===== config.mk =====
export PLATFORM = sky130hd
export DESIGN_NAME = robo_seguidor_param
export DESIGN_NICKNAME = d
export VERILOG_FILES = /design/src/rtl/robo_pkg.sv /design/src/rtl/robo_debounce.sv /design/src/rtl/robo_seguidor_param.sv
export SDC_FILE = /design/constraint.sdc
export NUM_CORES = 1
export LEC_CHECK = 0
export CORE_ASPECT_RATIO = 1.1
export CORE_UTILIZATION = 48
export CTS_CLUSTER_SIZE = 14
export DETAILED_ROUTE_END_ITERATION = 6
export PLACE_DENSITY = 0.73
export SETUP_SLACK_MARGIN = 0.1
export SKIP_CTS_REPAIR_TIMING = 1
export SLEW_MARGIN = 10
export SYNTH_ARGS = -nofsm -noshare
export SYNTH_HDL_FRONTEND = slang
export SYNTH_SLANG_ARGS = --single-unit

===== constraint.sdc =====
create_clock -name clock -period 1.6 [get_ports clock]
set_clock_uncertainty 0.15 [all_clocks]
set_input_delay 0.16 -clock clock [delete_from_list [all_inputs] [get_ports clock]]
set_output_delay 0.16 -clock clock [all_outputs]
set_load 0.01 [all_outputs]

===== src/rtl/robo_pkg.sv =====
// Shared definitions for the robo_seguidor_param wall-following controller:
// state encoding, turn-direction codes and the counter width helper.
package robo_pkg;

  // State codes are also driven straight onto the estado output.
  typedef enum logic [1:0] {
    PARADO = 2'b00,
    SEGUE  = 2'b01,
    BUSCA  = 2'b10,
    GIRA   = 2'b11
  } estado_t;

  // girar_dir values: turn away from the followed wall / toward it.
  localparam logic GIRA_LONGE = 1'b0;
  localparam logic GIRA_PERTO = 1'b1;

  // Bits needed for a counter that has to hold values 0..v.
  function automatic int cnt_width(input int v);
    return $clog2(v + 1);
  endfunction

endpackage


===== src/rtl/robo_debounce.sv =====
// One sensor input path: 2-FF synchroniser followed by a filter that only
// lets the filtered value follow the synced value after DEB_CYCLES
// consecutive differing edges. Shorter glitches never reach filt_o.
module robo_debounce
  import robo_pkg::*;
#(
  parameter int DEB_CYCLES = 2
) (
  input  logic clock,
  input  logic reset,     // synchronous, active-low
  input  logic raw_i,
  output logic filt_o
);

  localparam int CW = cnt_width(DEB_CYCLES);
  localparam logic [CW-1:0] CNT_LAST = CW'(DEB_CYCLES - 1);

  logic          sync1_q;
  logic          sync2_q;
  logic          filt_q;
  logic          filt_d;
  logic [CW-1:0] cnt_q;
  logic [CW-1:0] cnt_d;

  // Filter: count differing edges, update filtered value on the last one.
  always_comb begin
    filt_d = filt_q;
    cnt_d  = {CW{1'b0}};
    if (sync2_q != filt_q) begin
      if (cnt_q >= CNT_LAST) begin
        filt_d = sync2_q;
        cnt_d  = {CW{1'b0}};
      end else begin
        cnt_d = cnt_q + CW'(1);
      end
    end else begin
      cnt_d = {CW{1'b0}};
    end
  end

  // Synchroniser and filter state registers.
  always_ff @(posedge clock) begin
    if (!reset) begin
      sync1_q <= 1'b0;
      sync2_q <= 1'b0;
      filt_q  <= 1'b0;
      cnt_q   <= {CW{1'b0}};
    end else begin
      sync1_q <= raw_i;
      sync2_q <= sync1_q;
      filt_q  <= filt_d;
      cnt_q   <= cnt_d;
    end
  end

  assign filt_o = filt_q;

endmodule


===== src/rtl/robo_seguidor_param.sv =====
// Wall-following robot controller: debounced head/left/right sensors drive
// a PARADO/SEGUE/BUSCA/GIRA state machine with a minimum turn duration.
// All outputs are registered together with the state they describe.
// Optional build macro ROBO_SEARCH_TIMEOUT_EN: after SEARCH_LIMIT cycles in
// BUSCA without head or wall, force a turn toward the wall (girar_dir=1).
module robo_seguidor_param
  import robo_pkg::*;
#(
  parameter int DEB_CYCLES   = 2,
  parameter int TURN_CYCLES  = 4,
  parameter int SEARCH_LIMIT = 8
) (
  input  logic       clock,
  input  logic       reset,      // synchronous, active-low
  input  logic       en,
  input  logic       lado,
  input  logic       head,
  input  logic       left,
  input  logic       right,
  output logic       avancar,
  output logic       girar,
  output logic       girar_dir,
  output logic [1:0] estado
);

  // Parameters below 1 have no meaningful behaviour; this block only
  // flags such a configuration in the elaborated hierarchy.
  if (DEB_CYCLES < 1 || TURN_CYCLES < 1 || SEARCH_LIMIT < 1) begin : g_param_out_of_range
  end

  localparam int TW = cnt_width(TURN_CYCLES);
  localparam logic [TW-1:0] TURN_LOAD = TW'(TURN_CYCLES - 1);

  logic head_f;
  logic left_f;
  logic right_f;
  logic wall_s;

  estado_t       state_q;
  estado_t       state_d;
  logic          avancar_q;
  logic          avancar_d;
  logic          girar_q;
  logic          girar_d;
  logic          dir_q;
  logic          dir_d;
  logic          lado_q;
  logic          lado_d;
  logic [TW-1:0] turn_q;
  logic [TW-1:0] turn_d;

`ifdef ROBO_SEARCH_TIMEOUT_EN
  localparam int SW = cnt_width(SEARCH_LIMIT);
  localparam logic [SW-1:0] SEARCH_LAST = SW'(SEARCH_LIMIT - 1);
  logic [SW-1:0] search_q;
  logic [SW-1:0] search_d;
`endif

  robo_debounce #(.DEB_CYCLES(DEB_CYCLES)) u_deb_head (
    .clock (clock), .reset (reset), .raw_i (head),  .filt_o (head_f)
  );
  robo_debounce #(.DEB_CYCLES(DEB_CYCLES)) u_deb_left (
    .clock (clock), .reset (reset), .raw_i (left),  .filt_o (left_f)
  );
  robo_debounce #(.DEB_CYCLES(DEB_CYCLES)) u_deb_right (
    .clock (clock), .reset (reset), .raw_i (right), .filt_o (right_f)
  );

  assign wall_s = lado_q ? right_f : left_f;

  // Next state and next registered outputs; en=0 overrides everything.
  always_comb begin
    state_d   = state_q;
    avancar_d = 1'b0;
    girar_d   = 1'b0;
    dir_d     = GIRA_LONGE;
    lado_d    = lado_q;
    turn_d    = turn_q;
`ifdef ROBO_SEARCH_TIMEOUT_EN
    search_d  = search_q;
`endif
    if (!en) begin
      state_d = PARADO;
      turn_d  = {TW{1'b0}};
    end else begin
      case (state_q)
        PARADO: begin
          lado_d    = lado;
          state_d   = SEGUE;
          avancar_d = 1'b1;
          turn_d    = {TW{1'b0}};
        end
        SEGUE: begin
          if (head_f) begin
            state_d = GIRA;
            girar_d = 1'b1;
            dir_d   = GIRA_LONGE;
            turn_d  = TURN_LOAD;
          end else if (wall_s) begin
            avancar_d = 1'b1;
          end else begin
            state_d   = BUSCA;
            avancar_d = 1'b1;
`ifdef ROBO_SEARCH_TIMEOUT_EN
            search_d  = {SW{1'b0}};
`endif
          end
        end
        BUSCA: begin
          if (head_f) begin
            state_d = GIRA;
            girar_d = 1'b1;
            dir_d   = GIRA_LONGE;
            turn_d  = TURN_LOAD;
          end else if (wall_s) begin
            state_d   = SEGUE;
            avancar_d = 1'b1;
          end else begin
`ifdef ROBO_SEARCH_TIMEOUT_EN
            if (search_q >= SEARCH_LAST) begin
              state_d = GIRA;
              girar_d = 1'b1;
              dir_d   = GIRA_PERTO;
              turn_d  = TURN_LOAD;
            end else begin
              avancar_d = 1'b1;
              search_d  = search_q + SW'(1);
            end
`else
            avancar_d = 1'b1;
`endif
          end
        end
        GIRA: begin
          if ((turn_q == {TW{1'b0}}) && !head_f) begin
            state_d   = SEGUE;
            avancar_d = 1'b1;
          end else begin
            girar_d = 1'b1;
            dir_d   = dir_q;
            if (turn_q != {TW{1'b0}}) begin
              turn_d = turn_q - TW'(1);
            end else begin
              turn_d = {TW{1'b0}};
            end
          end
        end
        default: begin
          state_d = PARADO;
          turn_d  = {TW{1'b0}};
        end
      endcase
    end
  end

  // State, output and counter registers.
  always_ff @(posedge clock) begin
    if (!reset) begin
      state_q   <= PARADO;
      avancar_q <= 1'b0;
      girar_q   <= 1'b0;
      dir_q     <= GIRA_LONGE;
      lado_q    <= 1'b0;
      turn_q    <= {TW{1'b0}};
    end else begin
      state_q   <= state_d;
      avancar_q <= avancar_d;
      girar_q   <= girar_d;
      dir_q     <= dir_d;
      lado_q    <= lado_d;
      turn_q    <= turn_d;
    end
  end

`ifdef ROBO_SEARCH_TIMEOUT_EN
  // Search duration counter, only present with the timeout feature.
  always_ff @(posedge clock) begin
    if (!reset) begin
      search_q <= {SW{1'b0}};
    end else begin
      search_q <= search_d;
    end
  end
`endif

  assign avancar   = avancar_q;
  assign girar     = girar_q;
  assign girar_dir = dir_q;
  assign estado    = state_q;

endmodule


## After elaboration in Yosys (flattened, before gate mapping)

Cells that the tools add are included.

| word-level totals | value |
|---|---|
| bits of input ports | 7 |
| output and inout bits | 5 |
| flip-flop bits (word level) | 23 |

| operators by class | value |
|---|---|
| bitwise gates (word level) | 4 |
| equality and inequality tests | 11 |
| reductions and logical operators | 16 |
| $lt $le $gt $ge | 3 |
| muxes and demuxes | 17 |
| add/sub/neg operators | 4 |

Operator list:

| cell | number |
|---|---|
| $reduce_and 2->1 | 6 |
| $mux 2 | 5 |
| $mux 3 | 3 |
| $pmux 3 s3 | 1 |
| $reduce_or 3->1 | 3 |
| $pmux 2 s4 | 1 |
| $add 2x1->2 const B | 3 |
| $ge 2x1->1 const B | 3 |
| $ne 3x2->1 const B | 2 |
| $mux 1 | 5 |
| $eq 2x2->1 const B | 2 |
| $ne 2x2->1 const B | 2 |
| $not 1->1 | 4 |
| $logic_not 3->1 | 1 |
| $ne 1x1->1 | 3 |
| $pmux 1 s3 | 1 |
| $reduce_and 3->1 | 1 |
| $reduce_bool 3->1 | 1 |
| $sub 3x1->3 const B | 1 |
| $eq 2x1->1 const B | 1 |
| $logic_not 2->1 | 1 |
| $ne 2x1->1 const B | 1 |
| $pmux 1 s2 | 1 |
| $reduce_or 2->1 | 1 |
| 2 further kinds | 2 |

## Logic depth before layout (Yosys ltp)

| depth | value |
|---|---|
| depth in word-level cells | 4 |
| gate-level depth with buffers | 6 |

## Hierarchy

Synthesis repeated with hierarchy kept, for this count alone.

| second synthesis, totals | value |
|---|---|
| cells, all modules | 105 |
| area, all modules | 1034.7 um^2 |

Modules (own cells, without submodules):

| module | area each (um^2) | cells each | instances |
|---|---|---|---|
| robo_debounce | 183.9 | 16 | 3 |
| robo_seguidor_param | 483.0 | 57 | 1 |

## Worst setup path after synthesis

Ideal clock, no wire load.

| path | value |
|---|---|
| path kind | reg2reg |
| from | reg state_q[0], in the netlist estado[0] |
| to | reg turn_q[1] |
| setup slack | -0.182 ns |
| library setup time | 0.117 ns |
| buffers on the path | 0 |
| cell stages (with the launch flop) | 6 |
| period minus slack after synthesis | 1.782 ns |
| required time | 1.333 ns |
| data arrival time | 1.515 ns |
| cells stage by stage | dfxtp_1 ha_1 or4b_1 a21oi_2 mux2i_1 nor2_1 |

| on the way | value |
|---|---|
| word-level cells in the longest chain between the ends | 4 |

RTL lines:

| what | RTL line | RTL |
|---|---|---|
| start: declaration | robo_seguidor_param.sv:39 | `estado_t state_q;` |
| start signal: assignment | robo_seguidor_param.sv:166 | `state_q <= state_d;` |
| $eq 2x2->1 / $eq 2x1->1 (equally long branches) | robo_seguidor_param.sv:86 | `case (state_q)` |
| $reduce_or 2->1 (no source line) | n/a |  |
| $ne 2x1->1 (no source line) | n/a |  |
| $reduce_and 2->1 (no source line) | n/a |  |
| end signal: assignment | robo_seguidor_param.sv:164 | `turn_q <= {TW{1'b0}};` |
| end signal: assignment | robo_seguidor_param.sv:171 | `turn_q <= turn_d;` |
| end: declaration | robo_seguidor_param.sv:49 | `logic [TW-1:0] turn_q;` |

Several ways; a longest one is shown, not always the timed one.
A chain may end at the register's enable or synchronous reset.

## Final worst setup path

| path | value |
|---|---|
| from | reg state_q[1], in the netlist estado[1] |
| to | reg turn_q[1] |

Same word-level chain as after synthesis.

==> flow_summary.yaml <==
worst_setup_path:
  critPathLaunch: "estado[1]"
  end_kind: "flip-flop"
  crit_required_ns: 1.65
  start_kind: "flip-flop"
  worstSetupPathType: "flip-flop to flip-flop"
  worst-r2r-cell-count: 5
  path_depth: 5
  cp_max_fo: 5
  crit_slowest_cell: "or4b_4"
  max_stage_delay_ns: 0.47
  path_buf_inv: 0
  reg2reg_from: "estado[1]"
  arrival_ns: 1.78
  critPathTopFamily: "simple AND/OR/NAND/NOR gates"
  crit_path_cell_trace: "ha_4 > or4b_4 > a21oi_4 > mux2i_1 > nor2_1"
drt:
  wl_um: 1909
  drc: 0
  via_per_inst: 4.921
  num_vias: 807
  drt_iter0_markers: 8
  drt.antenna.violating_nets: 0
  wl_per_cell_um: 11.64
  dr.pass1.iters: 4
finish:
  final_nets: 152
  final_common_cell: "dfxtp_1"
  drive_above_1_share_pct: 25.00
  finalInstanceArea_um2: 1380
  syn2layout_area_growth_pct: 31.15
  mostFrequentLayoutCells: "20 x dfxtp_1, 13 x nor2_1, 13 x buf_4"
  diodes: 0
global_routing:
  grtUsageTotal_pct: 18.66
  first_global_vias: 784
  grt_antenna_before_repair: 0
  grt_start_max_net_pins: 17
  grt_pass1_wl_um: 3256
  overflow: 0
sta:
  whs_ns: 0.2700
  min_period_over_period_pct: 108.3
  period_minus_slack_ns: 1.733
  max_freq_mhz: 577.2
  setup_ws_ns: -0.1326
  drv_slew: 0
  rsz0062_at_grt: "true"
  tns_ns: -0.4324
  hold_viol_final: 0
  setup_viol: 5
power:
  swShare_pct: 23.21
  irDropWorstVdd_uv: 759.4
  total_power_w: 0.0009671
  pwr-share-comb_pct: 11.7
  powerDensity_nw_per_um2: 700.7
  power.share.sequential_pct: 61.9
  clkPwrFrac_pct: 26.5
  leakagePower_nw: 0.6165
  p_switching_w: 0.0002244
  p_int_w: 0.0007426
clocking:
  cts_max_level: 1
  root_buffer: "clkbuf_4"
  clk_pin_slew_ns: 0.12
  cts_buffer_depth: 2
  tritoncts: "built"
  clock_latency_ns: 0.30
  cts_made_buffers: 3
  cts_sinks: 23
logic_synthesis:
  avgSynthCellArea_um2: 9.395
  synth.largest_area_cell: "dfxtp_1"
  ys_seq_area_share_pct: 43.76
  synth_top_area_share_pct: 43.76
  synth_nets: 127
  yosys_warnings: 0
  post_synth_inst_count: 112
  synth_top_cells_by_area: "dfxtp_1 44%, ha_1 9.5%, mux2i_1 6.7%, inv_1 4.6%, nor2_1 4.6%"
  synth.distinct_cells: 32
  synth_seq_cells: 23
  synth.cell_area_um2: 1052
status:
  outcome: "complete, but fails checks"
  violations: "negative setup slack"
placement:
  place.gp.congestion: 0.8119
  numPortBuffers: 10
  place_area_um2: 1290
  detailed_place_hpwl_um: 1459
floorplanning:
  row_count: 17
  core_area_um2: 2042
  pin_count: 12
  die_x_um: 46.64
  die_h_um: 51.11
  start_util_pct: 51.53
  die_area_um2: 2384
min_path:
  hold_class: "flip-flop to flip-flop"
  min-delay-start: "u_deb_left.cnt_q[0]"
  hold_depth: 1
run:
  maxCapViolCount: 0
routing by layer:
layer	vias to the layer above	wire length [um]	global-route usage [%]
met5	-	0	0
met4	0	12	4.286
met3	2	62	4.240
met2	15	986	32.41
met1	373	847	22.64
li1	417	-	-
power groups by stage:
stage	Combinational [W]	Clock [W]	Sequential [W]
floorplan	0.0000580	0	0.000610
global placement	0.000108	0	0.000609
detailed placement	0.000109	0	0.000610
CTS	0.000110	0.000265	0.000597
global route	0.000125	0.000296	0.000600
finish	0.000113	0.000256	0.000598
through the flow:
step	worst slack [ns]	std cells	utilization, %
after floorplan	-0.04662	112	-
after global placement	-0.03389	159	63.17
after detailed placement	-0.08442	159	63.17
after CTS	-0.1207	163	64.52
after global routing	-0.2129	164	67.59
final	-0.1326	164	67.59
flip-flops by register name, summed over array words and instances, names as in the netlist, 2 cells and up:
register           count
u_deb_head.cnt_q       2
estado                 2
turn_q                 3
u_deb_left.cnt_q       2
u_deb_right.cnt_q      2
cell families after synthesis:
kind of cell / Yosys count / share of synthesized area [%]
other: 1 / 0.3564
adder cells (fa/ha/maj): 8 / 9.513
flip-flops: 23 / 43.76
buffers and inverters: 16 / 6.778
AO/OA/AOI/OAI: 12 / 7.730
AND/OR/NAND/NOR: 42 / 22.71
XOR/XNOR: 3 / 2.497
multiplexers: 7 / 6.659
final timing paths:
path / to / slack (ns)
worst min-delay path: u_deb_left.cnt_q[0] / 0.27
worst max register to register: turn_q[1] / -0.13
worst max-delay path: turn_q[1] / -0.13
worst min register to register: u_deb_left.cnt_q[0] / 0.27
cell type report:
class	instances	area, um^2
fillers	175	661.9
multi-input cells	73	589.3
flip-flops and latches	23	469.2
repair buffers	23	207.7
inverters	13	51.30
well taps	28	35.03
clock buffers	3	22.52
clock inverters	1	5.005
worst register-to-register path: cells and delay by family, from the launching register on:
| kind | cells | cell delay, ns |
|---|---|---|
| flops | 1 | 0.42 |
| mux | 1 | 0.21 |
| compound gates | 1 | 0.18 |
| fa+ha+maj | 1 | 0.14 |
| simple gates | 2 | 0.54 |
cell usage after synthesis (all sizes together):
cell type   n
a21oi       4
dfxtp      23
o32ai       1
a21boi      1
o21ai       2
or3b        1
a221oi      1
inv        13
nand2b      2
and2        7
o21a        1
nor4        2
xor2        3
or4b        1
a211oi      1
o21bai      1
conb        1
ha          8
and4        1
nand2       3
mux2i       7
nor2b       3
clkbuf      1
nor3        1
nand3       6
or4         1
buf         2
nor2       14
(Power assumes the default switching activity.)
